===== src/rtl/gaussian_blur_3x3.sv =====
`default_nettype none
// ============================================================================
// Module   : gaussian_blur_3x3
// Brief    : Two-stage pipelined 3x3 Gaussian blur, kernel [1 2 1;2 4 2;1 2 1]/16.
// Revision : 1.0 - initial release
// ============================================================================
module gaussian_blur_3x3 #(
    parameter int DATA_W = 8,
    parameter int ROUND  = 0
) (
    input  logic              clk,
    input  logic              rst_n,
    input  logic              in_valid,
    input  logic [DATA_W-1:0] lu,
    input  logic [DATA_W-1:0] cu,
    input  logic [DATA_W-1:0] ru,
    input  logic [DATA_W-1:0] lc,
    input  logic [DATA_W-1:0] cc,
    input  logic [DATA_W-1:0] rc,
    input  logic [DATA_W-1:0] lb,
    input  logic [DATA_W-1:0] cb,
    input  logic [DATA_W-1:0] rb,
    output logic [DATA_W-1:0] blurred,
    output logic              out_valid
);

    localparam int              c_RW    = DATA_W + 2;
    localparam int              c_CW    = DATA_W + 3;
    localparam int              c_SW    = DATA_W + 4;
    localparam logic [c_SW-1:0] c_RND   = (ROUND != 0) ? c_SW'(8) : '0;

    logic [c_RW-1:0]   w_row_u;
    logic [c_CW-1:0]   w_row_c;
    logic [c_RW-1:0]   w_row_b;
    logic [c_SW-1:0]   w_sum;

    logic [c_RW-1:0]   r_row_u;
    logic [c_CW-1:0]   r_row_c;
    logic [c_RW-1:0]   r_row_b;
    logic              r_v1;
    logic [DATA_W-1:0] r_blurred;
    logic              r_v2;

    // Row weights realised as bit shifts via concatenation
    assign w_row_u = {2'b00, lu} + {1'b0, cu, 1'b0} + {2'b00, ru};
    assign w_row_c = {2'b00, lc, 1'b0} + {1'b0, cc, 2'b00} + {2'b00, rc, 1'b0};
    assign w_row_b = {2'b00, lb} + {1'b0, cb, 1'b0} + {2'b00, rb};

    // Max 16*(2^DATA_W-1)+8 still fits in DATA_W+4 bits
    assign w_sum = {2'b00, r_row_u} + {1'b0, r_row_c} + {2'b00, r_row_b} + c_RND;

    always_ff @(posedge clk or negedge rst_n) begin
        if (!rst_n) begin
            r_row_u <= '0;
            r_row_c <= '0;
            r_row_b <= '0;
            r_v1    <= 1'b0;
        end else begin
            r_v1 <= in_valid;
            if (in_valid) begin
                r_row_u <= w_row_u;
                r_row_c <= w_row_c;
                r_row_b <= w_row_b;
            end
        end
    end

    always_ff @(posedge clk or negedge rst_n) begin
        if (!rst_n) begin
            r_blurred <= '0;
            r_v2      <= 1'b0;
        end else begin
            r_v2 <= r_v1;
            if (r_v1) begin
                r_blurred <= w_sum[c_SW-1:4];
            end
        end
    end

    assign blurred   = r_blurred;
    assign out_valid = r_v2;

endmodule
`default_nettype wire


===== config.mk =====
export PLATFORM = sky130hd
export DESIGN_NAME = gaussian_blur_3x3
export DESIGN_NICKNAME = d
export VERILOG_FILES = /design/src/rtl/gaussian_blur_3x3.sv
export SDC_FILE = /design/constraint.sdc
export NUM_CORES = 1
export LEC_CHECK = 0
export CORE_MARGIN = 1.5
export CORE_UTILIZATION = 46
export CTS_BUF_LIST = sky130_fd_sc_hd__clkbuf_16
export CTS_CLUSTER_SIZE = 28
export DETAILED_ROUTE_END_ITERATION = 7
export PLACE_DENSITY = 0.77
export SLEW_MARGIN = 40
export SYNTH_ARGS = -nofsm -noshare
export SYNTH_HDL_FRONTEND = slang
export SYNTH_SLANG_ARGS = --single-unit
export TNS_END_PERCENT = 50

===== constraint.sdc =====
create_clock -name clk -period 2.4 [get_ports clk]
set_input_delay 0.36 -clock clk [delete_from_list [all_inputs] [get_ports clk]]
set_output_delay 0.36 -clock clk [all_outputs]
set_load 0.005 [all_outputs]

==> results of run 1 <==
==> synth_stat cells, types with 3 or more instances <==
cell type	number
or3_1	3
mux2_2	12
and3b_1	3
nand4b_1	3
a21oi_1	14
ha_1	36
o21ai_1	4
a21oi_2	3
nor3b_1	4
a211oi_1	8
a21o_1	9
o31ai_1	4
nand3_1	3
dfrtp_1	40
nor3_1	9
inv_1	21
nor2b_1	7
o41a_1	3
nand2_1	17
clkbuf_1	6
o211ai_1	4
nor2_1	23
nand3b_1	3
o21ai_0	11
o21bai_1	3
a31o_2	3
o21a_1	3
xnor2_1	9
fa_1	33
==> worst max path at each step <==
stage,slack (ns),to,cells after the start,start
floorplan,-0.09,r_row_c[10],10,lc[1]
global placement,-0.60,r_row_c[10],11,lc[1]
detailed placement,-0.66,r_row_c[10],11,lc[1]
CTS,-0.12,blurred[6],10,r_row_u[2]
global route,-0.22,blurred[7],11,r_row_u[2]
finish,-0.15,blurred[4],10,r_row_u[2]
==> layout make-up <==
type	instances	area [sq um]
repair buffers	135	1180
flip-flops and latches	40	1000
inverters	21	81.3
clock buffers	5	125
clock inverters	3	37.5
multi-input cells	256	2540
fillers	543	2160
well taps	99	124
==> placed cells by master, fill, tap and decap left out, types with 4 or more instances in the layout <==
| master | n |
|---|---|
| xnor2_1 | 8 |
| clkdlybuf4s50_1 | 55 |
| fa_1 | 29 |
| ha_4 | 7 |
| mux2_4 | 4 |
| inv_1 | 16 |
| buf_2 | 7 |
| o211ai_1 | 4 |
| a21oi_1 | 11 |
| ha_1 | 26 |
| nor2_1 | 21 |
| a21oi_2 | 6 |
| nor3b_1 | 4 |
| mux2_2 | 8 |
| buf_4 | 51 |
| o21ai_0 | 7 |
| inv_2 | 4 |
| a21o_1 | 9 |
| nor3_1 | 9 |
| dfrtp_1 | 40 |
| fa_2 | 4 |
| o21ai_2 | 5 |
| a211oi_1 | 7 |
| nor2b_1 | 7 |
| clkbuf_16 | 5 |
| dlygate4sd2_1 | 14 |
| nand2_1 | 17 |
==> cell families (layout without fill, tap and decap cells) <==
kind of cell	after synthesis	count (layout)
DFF	40	40
buffers and inverters	28	164
AOI/OAI and AO/OA	78	78
muxes	13	13
xor gates and xnor gates	10	10
adders and majority gates	69	69
and+or+nand+nor	86	86
==> per-layer routing <==
metal	track usage [%]	vias up	wire, microns
met1	25.9	1473	3400
met4	7.80	0	195
met3	3.72	21	396
met5	0	-	0
met2	38.4	92	4420
li1	-	1442	-
==> power breakdown <==
part | internal, mW | leakage [nW] | switching (mW) | total (mW)
Sequential | 0.902 | 0.473 | 0.153 | 1.06
Combinational | 1.88 | 1.71 | 1.57 | 3.46
Clock | 0.483 | 0.0789 | 0.260 | 0.743
Total | 3.27 | 2.26 | 1.99 | 5.25
==> stage by stage <==
step                setup slack [ns]  total power [mW]  TNS [ns]  instances
floorplan                    -0.0852              2.87    -0.153        324
global placement              -0.599              4.03     -7.48        540
detailed placement            -0.657              4.11     -8.41        540
CTS                           -0.125              5.15    -0.590        558
global route                  -0.219              5.64     -1.57        559
finish                        -0.151              5.25    -0.735        559
==> timing repair <==
action                                  4_1_cts  5_1_grt
hold buffers                                  1        0
resized for setup                            81       17
endpoints found under the setup margin       22       19
setup buffers                                 9        1
endpoints found under the hold margin         1        0
pin swaps                                    37       17
==> worst min-delay path, stage by stage, from the launching register on <==
cell and delay (ns):
dfrtp_1 0.34, nand2_1 0.06, o31ai_1 0.06
==> registers in the layout, indices dropped and copies added (netlist names) <==
name,cells
r_row_u,10
blurred,8
out_valid,1
r_row_b,10
r_row_c,10
r_v1,1
==> flow_summary_export.csv, run 1 <==
group,metric,value,unit
floorplanning,die_h,89.7,microns
floorplanning,die-area,8050,sq um
worst_setup_path,worstPathArrival,2.72,ns
routing,final_antenna_net_count,0,
cells_and_area,fin_nets,603,
floorplanning,core_area,7250,sq um
cells_and_area,drive_gt1_share,26.5,%
clocking,cts_tree,"yes",
timing,worstMarginPinSlew,0.464,ns
clocking,htreeDepth,2,
worst_setup_path,worst-setup-path-type,"flip-flop to flip-flop",
power,vdd_drop_max,0.583,mV
worst_setup_path,crit_buf_inv,3,
worst_hold_path,holdPathStages,2,
routing,viasPerCell,5.42,
clocking,clockRootBuffer,"clkbuf_16",
floorplanning,core.rowCount,31,
yosys,synth.area.mux_share,4.20,%
timing,period_share,106,%
timing,drv_slew,0,
worst_setup_path,ff2ff_setup_slack,-0.15,ns
yosys,syn_nets,468,
worst_setup_path,crit_fanout,3,
outcome,status,"complete, but fails checks",
worst_setup_path,worst_path_max_delay_cell,"fa_1",
yosys,synth.area.top_cells,"dfrtp_1 29%, fa_1 19%, ha_1 13%",
cells_and_area,fin_util,70.2,%
clocking,cts_buffers,5,
floorplanning,start_util,47.7,%
yosys,synthFlopType,"dfrtp_1",
yosys,synth_adder_area_share,32.1,%
routing,wirelength,8410,microns
placed_design,placed_area,4700,sq um
yosys,synth_edf_count,0,
global_routing,grt_pass1_wl,14000,microns
yosys,async_reset_ff_share,100,%
outcome,violations,"setup timing",
timing,period_minus_slack,2.55,ns
worst_setup_path,required,2.57,ns
timing,hold_violations,0,
clocking,clock_sinks,40,
worst_setup_path,crit_path_cell_trace,"inv_2 -> fa_1 -> inv_1 -> ha_1 -> nand4_1 -> buf_4 -> a211o_1 -> o21ai_2 -> xor2_1 -> mux2_4",
timing,setup_viol,7,
worst_setup_path,r2r_cells,10,
yosys,synth_simple_gate_area_share,13.4,%
worst_hold_path,min_to,"blurred[1]",
power,p_leak,2.26,nW
cells_and_area,area_growth,47.2,%
worst_setup_path,cp-end-kind,"flip-flop",
worst_setup_path,worstReg2RegStart,"r_row_u[2]",
clocking,clock_latency,0.28,ns
placed_design,dp.final_hpwl,6570,microns
timing,fmax,392,MHz
worst_setup_path,cp-start-kind,"flip-flop",
yosys,yosys.area.top_type_share,28.9,%
cells_and_area,fin_area,5090,sq um
yosys,synth_top_cell_by_area,"dfrtp_1",
floorplanning,num_io_pins,84,
yosys,synthXorXnorAreaFrac,2.53,%
timing,relSlewSlack,68.8,%
global_routing,grt_max_degree,28,
global_routing,track_usage,21.4,%
placed_design,gp_congestion,0.938,
yosys,synth_top_family_by_area,"adder cells",
worst_setup_path,r2r_end,"blurred[4]",
worst_setup_path,cp_top_family,"adder cells",
worst_hold_path,min_path_type,"flip-flop to flip-flop",
yosys,ys_types,47,
global_routing,antenna_found_initial,0,
global_routing,grt_pass1_vias,3134,
routing,drt-pass1-iter-count,4,
timing,fin_ws,-0.151,ns
timing,rsz0062_at_grt,"true",
routing,via_count,3028,
clocking,path_clk_slew,0.06,ns
job,drv_cap,0,
worst_hold_path,hp-start,"blurred[1]",
routing,drc,0,
yosys,yosysSeqAreaShare,28.9,%
cells_and_area,antenna_cells,0,
placed_design,port_buffers,83,
yosys,synth-compound-area-share,15.7,%
timing,holdWs,0.491,ns
routing,drt_iter0_markers,121,
yosys,ys_ff_latch,40,
floorplanning,die_width,89.7,microns
global_routing,gr-total-overflow,0,
timing,fin_skew,0.00284,ns
routing,wl_per_cell,15.0,microns
yosys,syn_area,3460,sq um
yosys,synth_warnings,0,
yosys,avgSynthCellArea,10.7,sq um
clocking,clock_path_buffers,2,
yosys,synth_cells,324,
power,power_density,1030,nW/um^2
worst_setup_path,cpPeakStageDelay,0.53,ns
Power figures use the tool's default switching activity.
==> inputs of run 2 (changes only) <==
==> constraint.sdc (replaced) <==
create_clock -name clk -period 2.4 [get_ports clk]
set_input_delay 0.48 -clock clk [delete_from_list [all_inputs] [get_ports clk]]
set_output_delay 0.48 -clock clk [all_outputs]
set_load 0.005 [all_outputs]
==> flow_summary_export.csv, run 2 (synthesis gave the netlist of run 1 again) <==
group,metric,value,unit
clocking,cts_tree,"yes",
timing,hold_violations,0,
worst_setup_path,worstPathArrival,2.69,ns
placed_design,gp_congestion,0.868,
power,power_density,972,nW/um^2
worst_hold_path,min_path_type,"primary input to async pin",
floorplanning,die_width,89.7,microns
routing,wl_per_cell,15.4,microns
floorplanning,start_util,47.7,%
placed_design,port_buffers,83,
worst_setup_path,worst-setup-path-type,"flip-flop to flip-flop",
floorplanning,die_h,89.7,microns
cells_and_area,stdcell_count,554,
floorplanning,core_area,7250,sq um
placed_design,placed_area,4690,sq um
timing,worstMarginPinSlew,0.524,ns
power,p_sw_share,39.8,%
worst_setup_path,cp-start-kind,"flip-flop",
routing,viasPerCell,5.42,
power,power_frac_clock,13.2,%
timing,drv_slew,0,
outcome,status,"complete, but fails checks",
placed_design,place_ws,-0.838,ns
clocking,path_clk_slew,0.06,ns
floorplanning,die-area,8050,sq um
cells_and_area,fin_area,5150,sq um
routing,final_antenna_net_count,0,
power,seqPwrFrac,21.0,%
power,internal_power,3.01,mW
cells_and_area,antenna_cells,0,
clocking,clock_path_buffers,2,
outcome,violations,"setup timing",
timing,period_share,105,%
timing,holdWs,0.146,ns
cells_and_area,area_growth,48.8,%
worst_setup_path,cpPeakStageDelay,0.52,ns
clocking,cts_buffers,5,
timing,fin_setup_tns,-0.569,ns
timing,fmax,397,MHz
global_routing,antenna_found_initial,0,
global_routing,grt_pass1_vias,3153,
cells_and_area,fin_nets,598,
routing,via_count,3002,
clocking,clock_sinks,40,
power,switchingPower,1.99,mW
global_routing,gr-total-overflow,0,
clocking,htreeDepth,2,
cells_and_area,final_common_cell,"clkdlybuf4s50_1",
worst_setup_path,crit_path_cell_trace,"inv_2 -> fa_1 -> inv_1 -> ha_1 -> nand4_1 -> a2111oi_4 -> nor2_1 -> xnor2_1 -> mux2_2",
worst_setup_path,required,2.57,ns
power,vdd_drop_max,0.449,mV
timing,fin_skew,0.00544,ns
timing,setup_viol,9,
timing,period_minus_slack,2.52,ns
cells_and_area,most-common-layout-cells,"48 x clkdlybuf4s50_1, 44 x buf_4, 40 x dfrtp_1, 29 x fa_1, 24 x ha_1",
worst_setup_path,cp-end-kind,"flip-flop",
cells_and_area,drive_gt1_share,28.8,%
worst_setup_path,worst_path_max_delay_cell,"fa_1",
job,drv_cap,0,
timing,relSlewSlack,65.0,%
power,p_leak,2.29,nW
routing,wirelength,8540,microns
global_routing,grt_max_degree,42,
global_routing,grt_pass1_wl,14200,microns
placed_design,dpl.cell_count,536,
timing,fin_ws,-0.117,ns
global_routing,track_usage,21.7,%
cells_and_area,reg_top3,"r_row_b: 10 flops, r_row_c: 10 flops, r_row_u: 10 flops",
routing,drc,0,
clocking,clockRootBuffer,"clkbuf_16",
routing,drt_iter0_markers,126,
floorplanning,num_io_pins,84,
power,combinationalPowerShare,65.8,%
routing,drt-pass1-iter-count,4,
placed_design,dp.final_hpwl,6390,microns
floorplanning,core.rowCount,31,
worst_setup_path,crit_fanout,4,
timing,rsz0062_at_grt,"true",
clocking,clock_latency,0.28,ns
==> run 2: cell types whose count changed in the layout (fill, tap and decap cells not counted), moves of 5 or more <==
| cell | before | now |
|---|---|---|
| clkdlybuf4s50_1 | 55 | 48 |
| buf_4 | 51 | 44 |
| buf_6 | 2 | 7 |
| dlymetal6s2s_1 | 1 | 6 |
==> run 2: layout make-up <==
type	count	area, sq um
Tap cell	99	124
Clock inverter	3	17.5
Fill cell	537	2110
Sequential cell	40	1000
Inverter	21	86.3
Multi-Input combinational cell	256	2610
Clock buffer	5	125
Timing Repair Buffer	130	1180
==> run 2: what timing repair did <==
action / in CTS / in global routing
resized for setup: 88 / 38
buffers inserted: 6 / 5
pin swaps: 43 / 37
endpoints found under the setup margin: 22 / 22
hold buffers: 0 / 0
==> run 2: stage by stage <==
stage                     utilization, %  power [mW]
final                               71.0        5.00
after global routing                71.0        5.38
after CTS                           68.7        4.82
after detailed placement            64.7        3.97
after global placement              64.7        3.89
after floorplan                        -        2.87
==> run 2: path summary, 6_finish.rpt <==
path	slack, ns	end	from	cells after the start
worst max-delay path	-0.12	blurred[2]	r_row_u[2]	9
worst min-delay path	0.15	blurred[3]	rst_n	1
worst max register to register	-0.12	blurred[2]	r_row_u[2]	9
worst min register to register	0.50	blurred[1]	blurred[1]	2
max in group asynchronous	1.60	blurred[5]	rst_n	2
min in group clk	0.50	blurred[1]	blurred[1]	2
==> run 2: per-layer routing <==
| metal | global-route usage [%] | share of wire, % |
|---|---|---|
| met2 | 39.2 | 53 |
| met4 | 5.16 | 1.7 |
| met3 | 3.72 | 3.8 |
| met1 | 27.1 | 41 |
| met5 | 0 | 0 |
==> run 2: worst max-delay path, delay by kind of cell (launching register included) <==
| kind | cells | cell delay [ns] |
|---|---|---|
| compound gates | 1 | 0.45 |
| xor+xnor | 1 | 0.15 |
| fa+ha+maj | 2 | 0.79 |
| buf+inv | 2 | 0.09 |
| flops | 1 | 0.34 |
| mux | 1 | 0.26 |
| simple gates | 2 | 0.33 |
==> run 2: power groups by stage <==
| stage | clock network, mW | registers (mW) | logic, mW |
|---|---|---|---|
| final | 0.660 | 1.05 | 3.29 |
| after global routing | 0.692 | 1.08 | 3.61 |
| after CTS | 0.664 | 1.06 | 3.11 |
| after detailed placement | 0 | 1.07 | 2.90 |
| after global placement | 0 | 1.06 | 2.84 |
| after floorplan | 0 | 1.03 | 1.84 |
